File: src/rtl/avalon_master_pkg.sv
// Shared types for the Avalon-MM load/store initiator.
// Size codes, FSM states and byte-lane masks.
package avalon_master_pkg;

    typedef enum logic [1:0] {
        BYTE    = 2'b00,
        HALF    = 2'b01,
        WORD    = 2'b10,
        ILLEGAL = 2'b11
    } size_t;

    typedef enum logic [1:0] {
        IDLE = 2'b00,
        BUS  = 2'b01,
        RESP = 2'b10
    } state_t;

    localparam logic [3:0] BE_BYTE = 4'b0001;
    localparam logic [3:0] BE_LO   = 4'b0011;
    localparam logic [3:0] BE_HI   = 4'b1100;
    localparam logic [3:0] BE_ALL  = 4'b1111;

endpackage

File: src/rtl/avalon_lane_mux.sv
// Byte-lane steering for stores and extract/extend for loads.
// Purely combinational; also flags misaligned or illegal sizes.
module avalon_lane_mux
    import avalon_master_pkg::*;
(
    input  logic [1:0]  lane,
    input  size_t       size,
    input  logic        sext,
    input  logic [31:0] wdata,
    input  logic [31:0] rdata,
    output logic        misaligned,
    output logic [3:0]  byteenable,
    output logic [31:0] writedata,
    output logic [31:0] load_data
);

    logic [4:0]  shamt;
    logic [31:0] shifted;

    assign shamt   = {lane, 3'b000};
    assign shifted = rdata >> shamt;

    always_comb begin
        misaligned = 1'b0;
        byteenable = 4'b0000;
        writedata  = 32'h0;
        load_data  = 32'h0;
        unique case (1'b1)
            size == BYTE: begin
                byteenable = BE_BYTE << lane;
                writedata  = {24'h0, wdata[7:0]} << shamt;
                load_data  = {{24{sext & shifted[7]}},
                              shifted[7:0]};
            end
            size == HALF: begin
                misaligned = lane[0];
                byteenable = lane[1] ? BE_HI : BE_LO;
                writedata  = {16'h0, wdata[15:0]} << shamt;
                load_data  = {{16{sext & shifted[15]}},
                              shifted[15:0]};
            end
            size == WORD: begin
                misaligned = (lane != 2'b00);
                byteenable = BE_ALL;
                writedata  = wdata;
                load_data  = rdata;
            end
            default: begin
                misaligned = 1'b1;
            end
        endcase
    end

endmodule

File: src/rtl/avalon_mem_master.sv
// Avalon-MM initiator for single CPU loads/stores.
// IDLE -> BUS -> RESP with a forced idle cycle between transfers.
module avalon_mem_master
    import avalon_master_pkg::*;
#(
    parameter int unsigned TIMEOUT = 1024
) (
    input  logic        clk,
    input  logic        reset_n,
    input  logic        req_valid,
    output logic        req_ready,
    input  logic        req_write,
    input  logic [31:0] req_addr,
    input  logic [1:0]  req_size,
    input  logic        req_signed,
    input  logic [31:0] req_wdata,
    output logic        rsp_valid,
    output logic [31:0] rsp_rdata,
    output logic        rsp_error,
    output logic [31:0] address,
    output logic [3:0]  byteenable,
    output logic        read,
    output logic        write,
    output logic [31:0] writedata,
    input  logic        waitrequest,
    input  logic [31:0] readdata
);

    state_t      state;
    logic [1:0]  lat_lane;
    size_t       lat_size;
    logic        lat_signed;
    logic [31:0] tmo_cnt;

    logic [1:0]  mux_lane;
    size_t       mux_size;
    logic        mux_signed;
    logic        mux_err;
    logic [3:0]  mux_be;
    logic [31:0] mux_wdata;
    logic [31:0] mux_rdata;
    logic        timed_out;

    assign req_ready = (state == IDLE);

    // Steer from the live request while idle, from the latch afterwards.
    assign mux_lane   = req_ready ? req_addr[1:0] : lat_lane;
    assign mux_size   = req_ready ? size_t'(req_size) : lat_size;
    assign mux_signed = req_ready ? req_signed : lat_signed;

    assign timed_out = (TIMEOUT != 0) && waitrequest &&
                       (tmo_cnt == TIMEOUT - 1);

    avalon_lane_mux u_lane_mux (
        .lane       (mux_lane),
        .size       (mux_size),
        .sext       (mux_signed),
        .wdata      (req_wdata),
        .rdata      (readdata),
        .misaligned (mux_err),
        .byteenable (mux_be),
        .writedata  (mux_wdata),
        .load_data  (mux_rdata)
    );

    always_ff @(posedge clk or negedge reset_n) begin
        if (!reset_n) begin
            state      <= IDLE;
            lat_lane   <= 2'b00;
            lat_size   <= BYTE;
            lat_signed <= 1'b0;
            tmo_cnt    <= 32'h0;
            read       <= 1'b0;
            write      <= 1'b0;
            address    <= 32'h0;
            byteenable <= 4'b0000;
            writedata  <= 32'h0;
            rsp_valid  <= 1'b0;
            rsp_error  <= 1'b0;
            rsp_rdata  <= 32'h0;
        end else begin
            rsp_valid <= 1'b0;
            rsp_error <= 1'b0;
            unique case (state)
                IDLE: begin
                    if (req_valid) begin
                        lat_lane   <= req_addr[1:0];
                        lat_size   <= size_t'(req_size);
                        lat_signed <= req_signed;
                        if (mux_err) begin
                            state     <= RESP;
                            rsp_valid <= 1'b1;
                            rsp_error <= 1'b1;
                            rsp_rdata <= 32'h0;
                        end else begin
                            state      <= BUS;
                            tmo_cnt    <= 32'h0;
                            read       <= ~req_write;
                            write      <= req_write;
                            address    <= {req_addr[31:2], 2'b00};
                            byteenable <= mux_be;
                            writedata  <= mux_wdata;
                        end
                    end
                end
                BUS: begin
                    if (!waitrequest) begin
                        state     <= RESP;
                        read      <= 1'b0;
                        write     <= 1'b0;
                        rsp_valid <= 1'b1;
                        rsp_rdata <= read ? mux_rdata : 32'h0;
                    end else if (timed_out) begin
                        state     <= RESP;
                        read      <= 1'b0;
                        write     <= 1'b0;
                        rsp_valid <= 1'b1;
                        rsp_error <= 1'b1;
                        rsp_rdata <= 32'h0;
                    end else begin
                        tmo_cnt <= tmo_cnt + 32'd1;
                    end
                end
                RESP: begin
                    state     <= IDLE;
                    rsp_rdata <= 32'h0;
                end
                default: begin
                    state <= IDLE;
                end
            endcase
        end
    end

endmodule

File: config.mk
export PLATFORM = sky130hd
export DESIGN_NAME = avalon_mem_master
export DESIGN_NICKNAME = d
export VERILOG_FILES = /design/src/rtl/avalon_master_pkg.sv /design/src/rtl/avalon_lane_mux.sv /design/src/rtl/avalon_mem_master.sv
export SDC_FILE = /design/constraint.sdc
export NUM_CORES = 1
export LEC_CHECK = 0
export BUFFER_PORTS_ARGS = -buffer_cell sky130_fd_sc_hd__buf_2
export CAP_MARGIN = 15
export CORE_UTILIZATION = 30
export DETAILED_ROUTE_END_ITERATION = 7
export PLACE_DENSITY = 0.57
export SYNTH_ARGS = -nofsm -noshare
export SYNTH_HDL_FRONTEND = slang
export SYNTH_SLANG_ARGS = --single-unit
File: constraint.sdc
create_clock -name clk -period 5.8 [get_ports clk]
set_input_delay 0.87 -clock clk [delete_from_list [all_inputs] [get_ports clk]]
set_output_delay 0.87 -clock clk [all_outputs]
set_load 0.02 [all_outputs]
==> run_results.csv, run 1 <==
group,metric,value,unit
status,status,"complete, no violations",
clock_network,cts_num_sinks,141,
sta,setup_viol,0,
worst_setup_path,crit_fanout,16,
yosys,yosys_warnings,0,
floorplanning,die_x,155,µm
yosys,yosysSeqAreaShare,50.2,%
worst_setup_path,arrival,3780,ps
final_layout,multi_input_comb_area,3290,µm²
clock_network,cts_buffers,17,
worst_setup_path,critPathRequiredTime,6160,ps
place,dpl_cell_area,8330,µm²
power_and_ir_drop,leakage,0.00439,µW
place,numPortBuffers,206,
clock_network,cts-root-buf,"clkbuf_16",
final_layout,num-nets-final,1028,
place,hpwl,15800,µm
route,drc,0,
route,drt_iter0_drc,479,
sta,setup_ws,2380,ps
worst_setup_path,cpMaxStageDelayCell,"a2111oi_4",
power_and_ir_drop,ir_worst_vdd,0.000233,V
yosys,synth_top_area_share,50.2,%
grt,antenna_found_initial,0,
worst_setup_path,r2r-end,"rsp_rdata[29]",
route,ant_nets,0,
clock_network,htree_levels,4,
sta,skew,13.0,ps
grt,first_global_vias,6183,
yosys,synthTopCellsByCount,"155 x nand2_1, 141 x dfrtp_1, 87 x nor2_1",
final_layout,regArea,3530,µm²
sta,fmax,293,MHz
final_layout,fin_area,8980,µm²
clock_network,path_clk_slew,70,ps
yosys,syn_area_per_cell,9.58,µm²
final_layout,drive_gt1_share,29.3,%
sta,period_share,58.9,%
grt,grt_pass1_wl,35200,µm
floorplanning,die_h,155,µm
grt,grt_max_degree,93,
worst_setup_path,path_class,"register to register",
worst_hold_path,holdPathEnd,"writedata[3]",
worst_setup_path,reg2regPathDepth,6,
final_layout,syn2layout_area_growth,27.7,%
floorplanning,core_area,22800,µm²
clock_network,tritoncts,"yes",
yosys,synth_most_common_cell,"nand2_1",
final_layout,diodes,0,
worst_hold_path,hp-class,"register to register",
yosys,synth_area_leaders,"dfrtp_1 50%, nand2_1 8.3%, nor2_1 4.6%",
job,cap_violations,0,
route,wl_per_cell,17.7,µm
clock_network,clk-insertion-delay-late,430,ps
worst_setup_path,crit_chain,"o21ai_1 -> and2_1 -> a211oi_1 -> a2111o_1 -> a2111oi_4 -> a221o_1",
clock_network,cts_resized,0,
sta,max_slew_margin,32.6,%
worst_setup_path,end_kind,"register",
yosys,synth-seq-cells,141,
route,vias_per_cell,5.17,
worst_hold_path,min-delay-start,"writedata[3]",
worst_setup_path,r2r_slack,2380,ps
yosys,synth_cell_types,68,
sta,hold_viol,0,
sta,min_period,3420,ps
worst_setup_path,path_delay_family,"compound AO/OA/AOI/OAI gates",
worst_setup_path,startpoint,"state[1]",
yosys,ys.flop_type,"dfrtp_1",
sta,final.setup.tns,0,ps
floorplanning,initial_core_util,30.8,%
grt,overflow,0,
yosys,synthArstFlopShare,100,%
yosys,synth_edf_count,0,
yosys,syn_area,7030,µm²
floorplanning,die-area,24100,µm²
clock_network,cts_setup_buffers,0,
yosys,yosysTopAreaCell,"dfrtp_1",
place,gp_congestion,0.821,
worst_setup_path,r2r_start,"state[1]",
worst_setup_path,start_kind,"register",
floorplanning,placementRows,55,
clock_network,holdBufCountCts,0,
sta,tightestPinTransition,1010,ps
sta,rsz0062_at_grt,"false",
worst_hold_path,holdPathStages,2,
grt,grt_usage,18.7,%
route,first_pass_iters,5,
clock_network,clockBufferDepth,2,
final_layout,n_fill_cell,2377,
place,dp_slack,2020,ps
worst_setup_path,crit_buf_inv,0,
worst_setup_path,cp_num_cells,6,
yosys,syn_inst,734,
route,wl,22200,µm
sta,drv_slew,0,
worst_setup_path,critPathMaxStageDelay,890,ps
power_and_ir_drop,power_density,526,nW/µm²
route,via_count,6452,
floorplanning,io_pins,209,
==> registers in the layout, summed over array words and instances, names as in the netlist <==
| name | flops |
|---|---|
| address | 30 |
| byteenable | 4 |
| lat_lane | 2 |
| lat_signed | 1 |
| lat_size | 2 |
| read | 1 |
| rsp_error | 1 |
| rsp_rdata | 32 |
| rsp_valid | 1 |
| state | 2 |
| tmo_cnt | 32 |
| write | 1 |
| writedata | 32 |
==> cell families after synthesis <==
kind of cell	share of synthesized area [%]
simple gates	21.1
compound gates	20.2
flops	50.2
buf+inv	3.40
mux	2.95
xor+xnor	1.99
fa+ha+maj	0.178
other cells	0.0533
==> stage by stage <==
stage | utilization (%) | std cells | hold slack, ps | total power [µW]
detailed placement | 36.5 | 1216 | 454 | 3560
global route | 39.3 | 1249 | 481 | 5020
finish | 39.3 | 1249 | 464 | 4730
CTS | 39.2 | 1248 | 469 | 4740
floorplan | - | 735 | 463 | 2870
global placement | 36.5 | 1216 | 447 | 3540
==> worst max-delay path by stage <==
stage	end	slack (ps)
2_1_floorplan	rsp_rdata[21]	3040
3_3_place_gp	rsp_rdata[30]	2110
3_5_place_dp	rsp_rdata[29]	2020
4_1_cts	rsp_rdata[29]	2360
5_1_grt	rsp_rdata[29]	2060
6_report	rsp_rdata[29]	2380
==> routing by layer <==
layer	wire (µm)	part of all wire, %	track usage (%)	vias to the layer above
met5	0	0	0	-
met4	296	1.3	5.33	0
met3	1510	6.8	4.40	27
met2	10300	47	29.1	239
met1	10000	45	25.8	3126
li1	-	-	-	3060
==> area by class of cell <==
cell class / count / area share, %
clock inverters: 14 / 2.03
flip-flops and latches: 141 / 39.3
clock buffers: 18 / 4.89
well taps: 313 / 4.36
multi-input cells: 541 / 36.6
inverters: 7 / 0.293
repair buffers: 215 / 12.5
==> where the power goes <==
part           leakage [µW]  internal [µW]  switching (µW)
sequential          0.00184           1290             200
combinational       0.00225            692            1380
clock              0.000306            697             464
total               0.00439           2680            2050
==> worst reg2reg max path, delay by kind of cell (launching register included) <==
family / cells / cell delay (ps)
flops: 1 / 540
compound gates: 5 / 2250
simple gates: 1 / 570
==> layout by cell type, fill, tap and decap left out, drive strengths merged, types with 3 or more instances in the layout <==
cell / synthesis / final
a211oi: 12 / 12
and2: 3 / 3
a221o: 16 / 16
or4: 8 / 8
bufinv: 0 / 3
a21oi: 13 / 13
nand4: 9 / 9
clkinv: 0 / 7
and4: 3 / 3
a22oi: 7 / 7
a2111oi: 4 / 4
a221oi: 31 / 31
buf: 13 / 215
nand2b: 4 / 4
a32o: 3 / 3
and3: 7 / 7
inv: 7 / 11
mux2: 6 / 6
o211ai: 11 / 11
o2bb2ai: 7 / 7
o21ai: 13 / 13
dfrtp: 141 / 141
nor2: 88 / 88
nor4: 6 / 6
a22o: 26 / 26
xnor2: 14 / 14
clkbuf: 33 / 18
mux2i: 14 / 14
nor3: 8 / 8
o31ai: 6 / 6
or3: 4 / 4
a21o: 4 / 4
o41ai: 3 / 3
nand3: 27 / 27
nand2: 157 / 157
Note: power is estimated with default switching activity, not from simulation.
==> run 2, diff against run 1 <==
ABC_AREA = 1   (was default)
PLACE_DENSITY = 0.58   (was 0.57)
clock period = 2.9 ns   (was 5.8 ns; I/O delays follow)
==> run_results.csv, run 2 <==
group,metric,value,unit
status,status,"complete, no violations",
worst_setup_path,path_class,"register to register",
worst_setup_path,reg2regPathDepth,12,
clock_network,htree_levels,4,
route,drt_iter0_drc,442,
final_layout,drive_gt1_share,19.8,%
sta,rsz0062_at_grt,"false",
place,hpwl,19100,µm
yosys,synth-seq-cells,141,
worst_setup_path,path_delay_family,"buffers and inverters",
sta,drv_slew,0,
worst_setup_path,r2r-end,"address[10]",
grt,first_global_vias,7766,
clock_network,cts_num_sinks,141,
route,vias_per_cell,4.59,
yosys,yosysSeqAreaShare,43.2,%
sta,final.setup.tns,0,ps
sta,skew,22.1,ps
clock_network,cts_setup_buffers,0,
worst_setup_path,r2r_start,"state[1]",
worst_setup_path,startpoint,"state[1]",
route,wl,25700,µm
grt,grt_pass1_wl,41400,µm
yosys,synth_cell_types,31,
sta,max_slew_margin,22.9,%
final_layout,layout_commonest_cell,"nand2_1",
worst_setup_path,r2r_slack,420,ps
yosys,yosysTopAreaCell,"dfrtp_1",
floorplanning,die_h,167,µm
worst_setup_path,crit_chain,"inv_2 -> nand2_2 -> nand2_1 -> nand2_2 -> inv_2 -> nand2_1 -> nand2_2 -> nand3_4 -> inv_2 -> buf_12 -> nand2_1 -> nand2_1",
power_and_ir_drop,combPwrFrac,51.9,%
yosys,synthArstFlopShare,100,%
final_layout,num-nets-final,1539,
worst_setup_path,crit_fanout,30,
yosys,synthTopCellsByCount,"646 x nand2_1, 141 x dfrtp_1, 122 x nand3_1",
final_layout,fin_cells,1788,
worst_setup_path,end_kind,"register",
worst_setup_path,critPathRequiredTime,3260,ps
final_layout,diodes,0,
sta,min_period,2480,ps
floorplanning,placementRows,60,
worst_setup_path,crit_end,"address[10]",
clock_network,clockBufferDepth,2,
worst_setup_path,start_kind,"register",
place,gp_congestion,0.885,
floorplanning,core_area,26900,µm²
sta,fmax,403,MHz
job,cap_violations,0,
yosys,syn_area_per_cell,6.58,µm²
final_layout,syn2layout_area_growth,23.8,%
worst_setup_path,crit_path_frequent_cell,"nand2_1",
route,first_pass_iters,5,
yosys,synth_area_leaders,"dfrtp_1 43%, nand2_1 30%, nand3_1 7.5%",
worst_setup_path,crit_buf_inv,4,
clock_network,cts_buffers,17,
yosys,synth_most_common_cell,"nand2_1",
sta,period_share,85.5,%
power_and_ir_drop,power_density,1030,nW/µm²
route,via_count,8209,
place,placed_cells,1755,
yosys,ys.flop_type,"dfrtp_1",
power_and_ir_drop,seq_power_share,26.9,%
route,drc,0,
power_and_ir_drop,clkPwrFrac,21.2,%
floorplanning,io_pins,209,
clock_network,cts-root-buf,"clkbuf_16",
grt,grt_usage,18.6,%
sta,setup_viol,0,
worst_setup_path,critPathMaxStageDelay,460,ps
sta,tightestPinTransition,1160,ps
floorplanning,initial_core_util,30.4,%
worst_setup_path,arrival,2840,ps
place,dpl_cell_area,9520,µm²
power_and_ir_drop,switching_power,5130,µW
sta,hold_viol,0,
route,ant_nets,0,
place,numPortBuffers,206,
power_and_ir_drop,leakage,0.00571,µW
floorplanning,die-area,27900,µm²
clock_network,tritoncts,"yes",
worst_setup_path,cp_num_cells,12,
yosys,synth_top_area_share,43.2,%
final_layout,fin_area,10100,µm²
final_layout,reg_top3,"rsp_rdata (32), tmo_cnt (32), writedata (32)",
power_and_ir_drop,ir_worst_vdd,0.000676,V
worst_hold_path,hp-class,"input port to register",
power_and_ir_drop,p_int,5250,µW
grt,grt_max_degree,60,
yosys,yosys_warnings,0,
final_layout,n_fill_cell,2923,
worst_setup_path,cpMaxStageDelayCell,"dfrtp_1",
final_layout,final_cell_mix,"646 x nand2_1, 205 x buf_2, 141 x dfrtp_1, 122 x nand3_1, 109 x nor2_1",
grt,antenna_found_initial,4,
grt,overflow,0,
route,wl_per_cell,14.4,µm
clock_network,path_clk_slew,80,ps
yosys,synth_edf_count,0,
yosys,syn_area,8180,µm²
yosys,syn_inst,1243,
power_and_ir_drop,p_sw_share,49.4,%
clock_network,clk-insertion-delay-late,440,ps
floorplanning,die_x,167,µm
[run 2: through the flow]
| stage | util, % | setup WS (ps) | hold WS, ps | power, µW |
|---|---|---|---|---|
| after floorplan | - | 1030 | 139 | 6630 |
| after global placement | 35.4 | 483 | 457 | 8200 |
| after detailed placement | 35.4 | 436 | 454 | 8240 |
| after CTS | 37.7 | 419 | 165 | 10500 |
| after global routing | 37.7 | 192 | 172 | 11200 |
| final | 37.7 | 420 | 189 | 10400 |
[run 2: power groups by stage]
stage	Sequential [µW]	Combinational (µW)	Clock, µW
finish	2790	5390	2210
floorplan	3370	3260	0
global route	2860	6010	2330
CTS	2790	5440	2260
global placement	2810	5390	0
detailed placement	2810	5420	0
[run 2: worst min-delay path, delay by kind of cell]
kind | cells | cell delay (ps)
AND/OR/NAND/NOR | 2 | 80
buffers and inverters | 1 | 70
[run 2: cell families (layout without fill, tap and decap cells)]
kind of cell	after synthesis	after routing	share of synthesized area (%)
muxes	2	2	0.275
and+or+nand+nor	902	902	44.4
adders and majority gates	1	1	0.153
AOI/OAI and AO/OA	55	55	3.49
buffers and inverters	127	330	6.95
other	1	2	0.0459
DFF	141	141	43.2
xor gates and xnor gates	14	14	1.50
[run 2: cell type report]
| cell class | instances | area (µm²) | share of cell area (%) |
|---|---|---|---|
| inverter | 74 | 278 | 2.74 |
| multi-input combinational | 976 | 4090 | 40.4 |
| clock inverter | 15 | 163 | 1.61 |
| tap | 341 | 427 | 4.22 |
| timing repair buffer | 224 | 1210 | 12.0 |
| clock buffer | 17 | 425 | 4.20 |
| sequential | 141 | 3530 | 34.9 |
[run 2: worst min-delay path by stage]
stage	cells past startpoint	end	slack [ps]	start
CTS	3	address[17]	170	req_addr[17]
finish	3	address[17]	190	req_addr[17]
global route	3	address[17]	170	req_addr[17]
floorplan	0	address[10]	140	reset_n
detailed placement	2	write	450	write
global placement	1	rsp_valid	460	reset_n
[run 2: timing repair]
action                                  4_1_cts  5_1_grt
gates resized for setup                       0        0
endpoints found under the hold margin        19        0
endpoints found under the setup margin        0        0
hold buffers                                  1        0
[run 2: layer usage]
layer / track usage (%) / part of all wire, % / up-vias
li1: - / - / 4225
met1: 24.2 / 45 / 3722
met2: 30.0 / 47 / 211
met3: 4.73 / 5.5 / 43
met4: 6.24 / 2.3 / 8
met5: 0 / 0.18 / -
==> run 3, diff against run 2 <==
ABC_AREA = default   (was 1)
PLACE_DENSITY = 0.59   (was 0.58)
==> run_results.csv, run 3 (same netlist as run 1, synthesis figures left out) <==
group,metric,value,unit
final_layout,syn2layout_area_growth,31.4,%
worst_setup_path,cpMaxStageDelayCell,"o41ai_4",
clock_network,holdBufCountCts,0,
place,dpl_cell_area,8620,µm²
final_layout,n_fill_cell,2310,
route,vias_per_cell,5.13,
power_and_ir_drop,combPwrFrac,45.8,%
grt,use_met3,5.29,%
worst_setup_path,start_kind,"register",
floorplanning,die_h,155,µm
grt,grt_usage,19.0,%
job,cap_violations,0,
route,drc,0,
power_and_ir_drop,ir_worst_vdd,0.000455,V
floorplanning,die_x,155,µm
grt,grtUsageMet2,30.4,%
worst_setup_path,crit_chain,"nor4_1 -> nand4_1 -> o41ai_4 -> nand2_2 -> o21a_1 -> buf_12 -> a221o_1",
route,first_pass_iters,4,
route,drt_iter0_drc,451,
grt,overflow,0,
power_and_ir_drop,seq_power_share,30.9,%
clock_network,cts_buffers,17,
clock_network,cts_resized,0,
grt,first_global_vias,6519,
power_and_ir_drop,power_density,1040,nW/µm²
clock_network,htree_levels,4,
final_layout,fin_area,9240,µm²
worst_setup_path,path_class,"register to register",
sta,max_slew_margin,28.8,%
route,via_count,6566,
worst_setup_path,r2r_slack,310,ps
clock_network,path_clk_slew,60,ps
clock_network,clk-insertion-delay-late,430,ps
worst_setup_path,path_delay_family,"compound AO/OA/AOI/OAI gates",
worst_setup_path,end_kind,"register",
power_and_ir_drop,p_sw_share,43.3,%
worst_setup_path,crit_fanout,31,
place,numPortBuffers,206,
route,ant_nets,0,
final_layout,layout_commonest_cell,"buf_2",
power_and_ir_drop,p_int,5460,µW
floorplanning,initial_core_util,30.8,%
final_layout,reg_top3,"rsp_rdata (32), tmo_cnt (32), writedata (32)",
worst_setup_path,arrival,2900,ps
sta,final.setup.tns,0,ps
floorplanning,core_area,22800,µm²
sta,skew,15.2,ps
power_and_ir_drop,switching_power,4170,µW
worst_setup_path,reg2regPathDepth,7,
floorplanning,io_pins,209,
final_layout,drive_gt1_share,31.4,%
place,gp_congestion,0.841,
power_and_ir_drop,clkPwrFrac,23.3,%
floorplanning,placementRows,55,
route,wl,22400,µm
grt,busiest_layer,"met2",
worst_setup_path,crit_buf_inv,1,
sta,min_period,2590,ps
status,status,"complete, no violations",
sta,tightestPinTransition,1060,ps
clock_network,tritoncts,"yes",
clock_network,cts_num_sinks,141,
worst_setup_path,critPathRequiredTime,3210,ps
final_layout,num-nets-final,1057,
floorplanning,die-area,24100,µm²
sta,hold-worst-slack,6.62,ps
clock_network,cts-root-buf,"clkbuf_16",
place,hpwl,16200,µm
sta,rsz0062_at_grt,"false",
sta,drv_slew,0,
worst_setup_path,critPathMaxStageDelay,470,ps
grt,grt_max_degree,68,
sta,fmax,386,MHz
power_and_ir_drop,leakage,0.00453,µW
sta,setup_viol,0,
worst_hold_path,hp-class,"input port to asynchronous set/reset pin",
grt,antenna_found_initial,1,
grt,grt_pass1_wl,35600,µm
worst_setup_path,cp_num_cells,7,
sta,hold_viol,0,
route,wl_per_cell,17.5,µm
clock_network,clockBufferDepth,2,
final_layout,final_cell_mix,"205 x buf_2, 155 x nand2_1, 141 x dfrtp_1, 86 x nor2_1",
grt,grtUsageMet1,24.7,%
sta,period_share,89.3,%
run 3: path summary, 6_finish.rpt:
check                                end          from
max in group asynchronous     tmo_cnt[0]       reset_n
setup / recovery           rsp_rdata[28]   tmo_cnt[27]
hold reg to reg             writedata[2]  writedata[2]
setup reg to reg           rsp_rdata[28]   tmo_cnt[27]
hold / removal                 rsp_valid       reset_n
min in group clk             address[16]  req_addr[16]
run 3: power by group through the flow:
stage	clock network [µW]	registers [µW]	logic (µW)
floorplan	0	3620	2120
global placement	0	3000	4370
detailed placement	0	3000	4420
CTS	2290	2980	4430
global route	2370	3060	4810
finish	2240	2970	4410
run 3: metal layers:
metal | share of wire [%] | wire length (µm)
met2 | 48 | 10700
met5 | 0 | 0
met4 | 1.8 | 395
met1 | 45 | 10100
met3 | 5.6 | 1260
run 3: layout make-up:
class | instances | area (µm²) | share of cell area, %
Sequential cell | 141 | 3530 | 38.2
Multi-Input combinational cell | 541 | 3290 | 35.6
Timing Repair Buffer | 244 | 1410 | 15.3
Clock buffer | 18 | 439 | 4.75
Tap cell | 313 | 392 | 4.24
Clock inverter | 14 | 158 | 1.71
Inverter | 7 | 26.3 | 0.284
Antenna cell | 1 | 2.50 | 0.0271
run 3: repair_timing:
| action | 4_1_cts | 5_1_grt |
|---|---|---|
| endpoints found under the hold margin | 0 | 0 |
| buffers inserted | 0 | 1 |
| endpoints found under the setup margin | 0 | 16 |
run 3: per-stage QoR:
stage	worst slack [ps]	utilization (%)	power, µW	std cells
after CTS	66.3	40.4	9700	1277
after global routing	136	40.5	10200	1279
after detailed placement	48.9	37.7	7420	1245
final	311	40.5	9620	1279
after floorplan	427	-	5730	735
after global placement	77.7	37.7	7370	1245
run 3: worst reg2reg max path, stage by stage, from the launching register on:
cell and delay (ps):
dfrtp_1 430, nor4_1 360, nand4_1 340, o41ai_4 470, nand2_2 170, o21a_1 170, buf_12 180, a221o_1 360
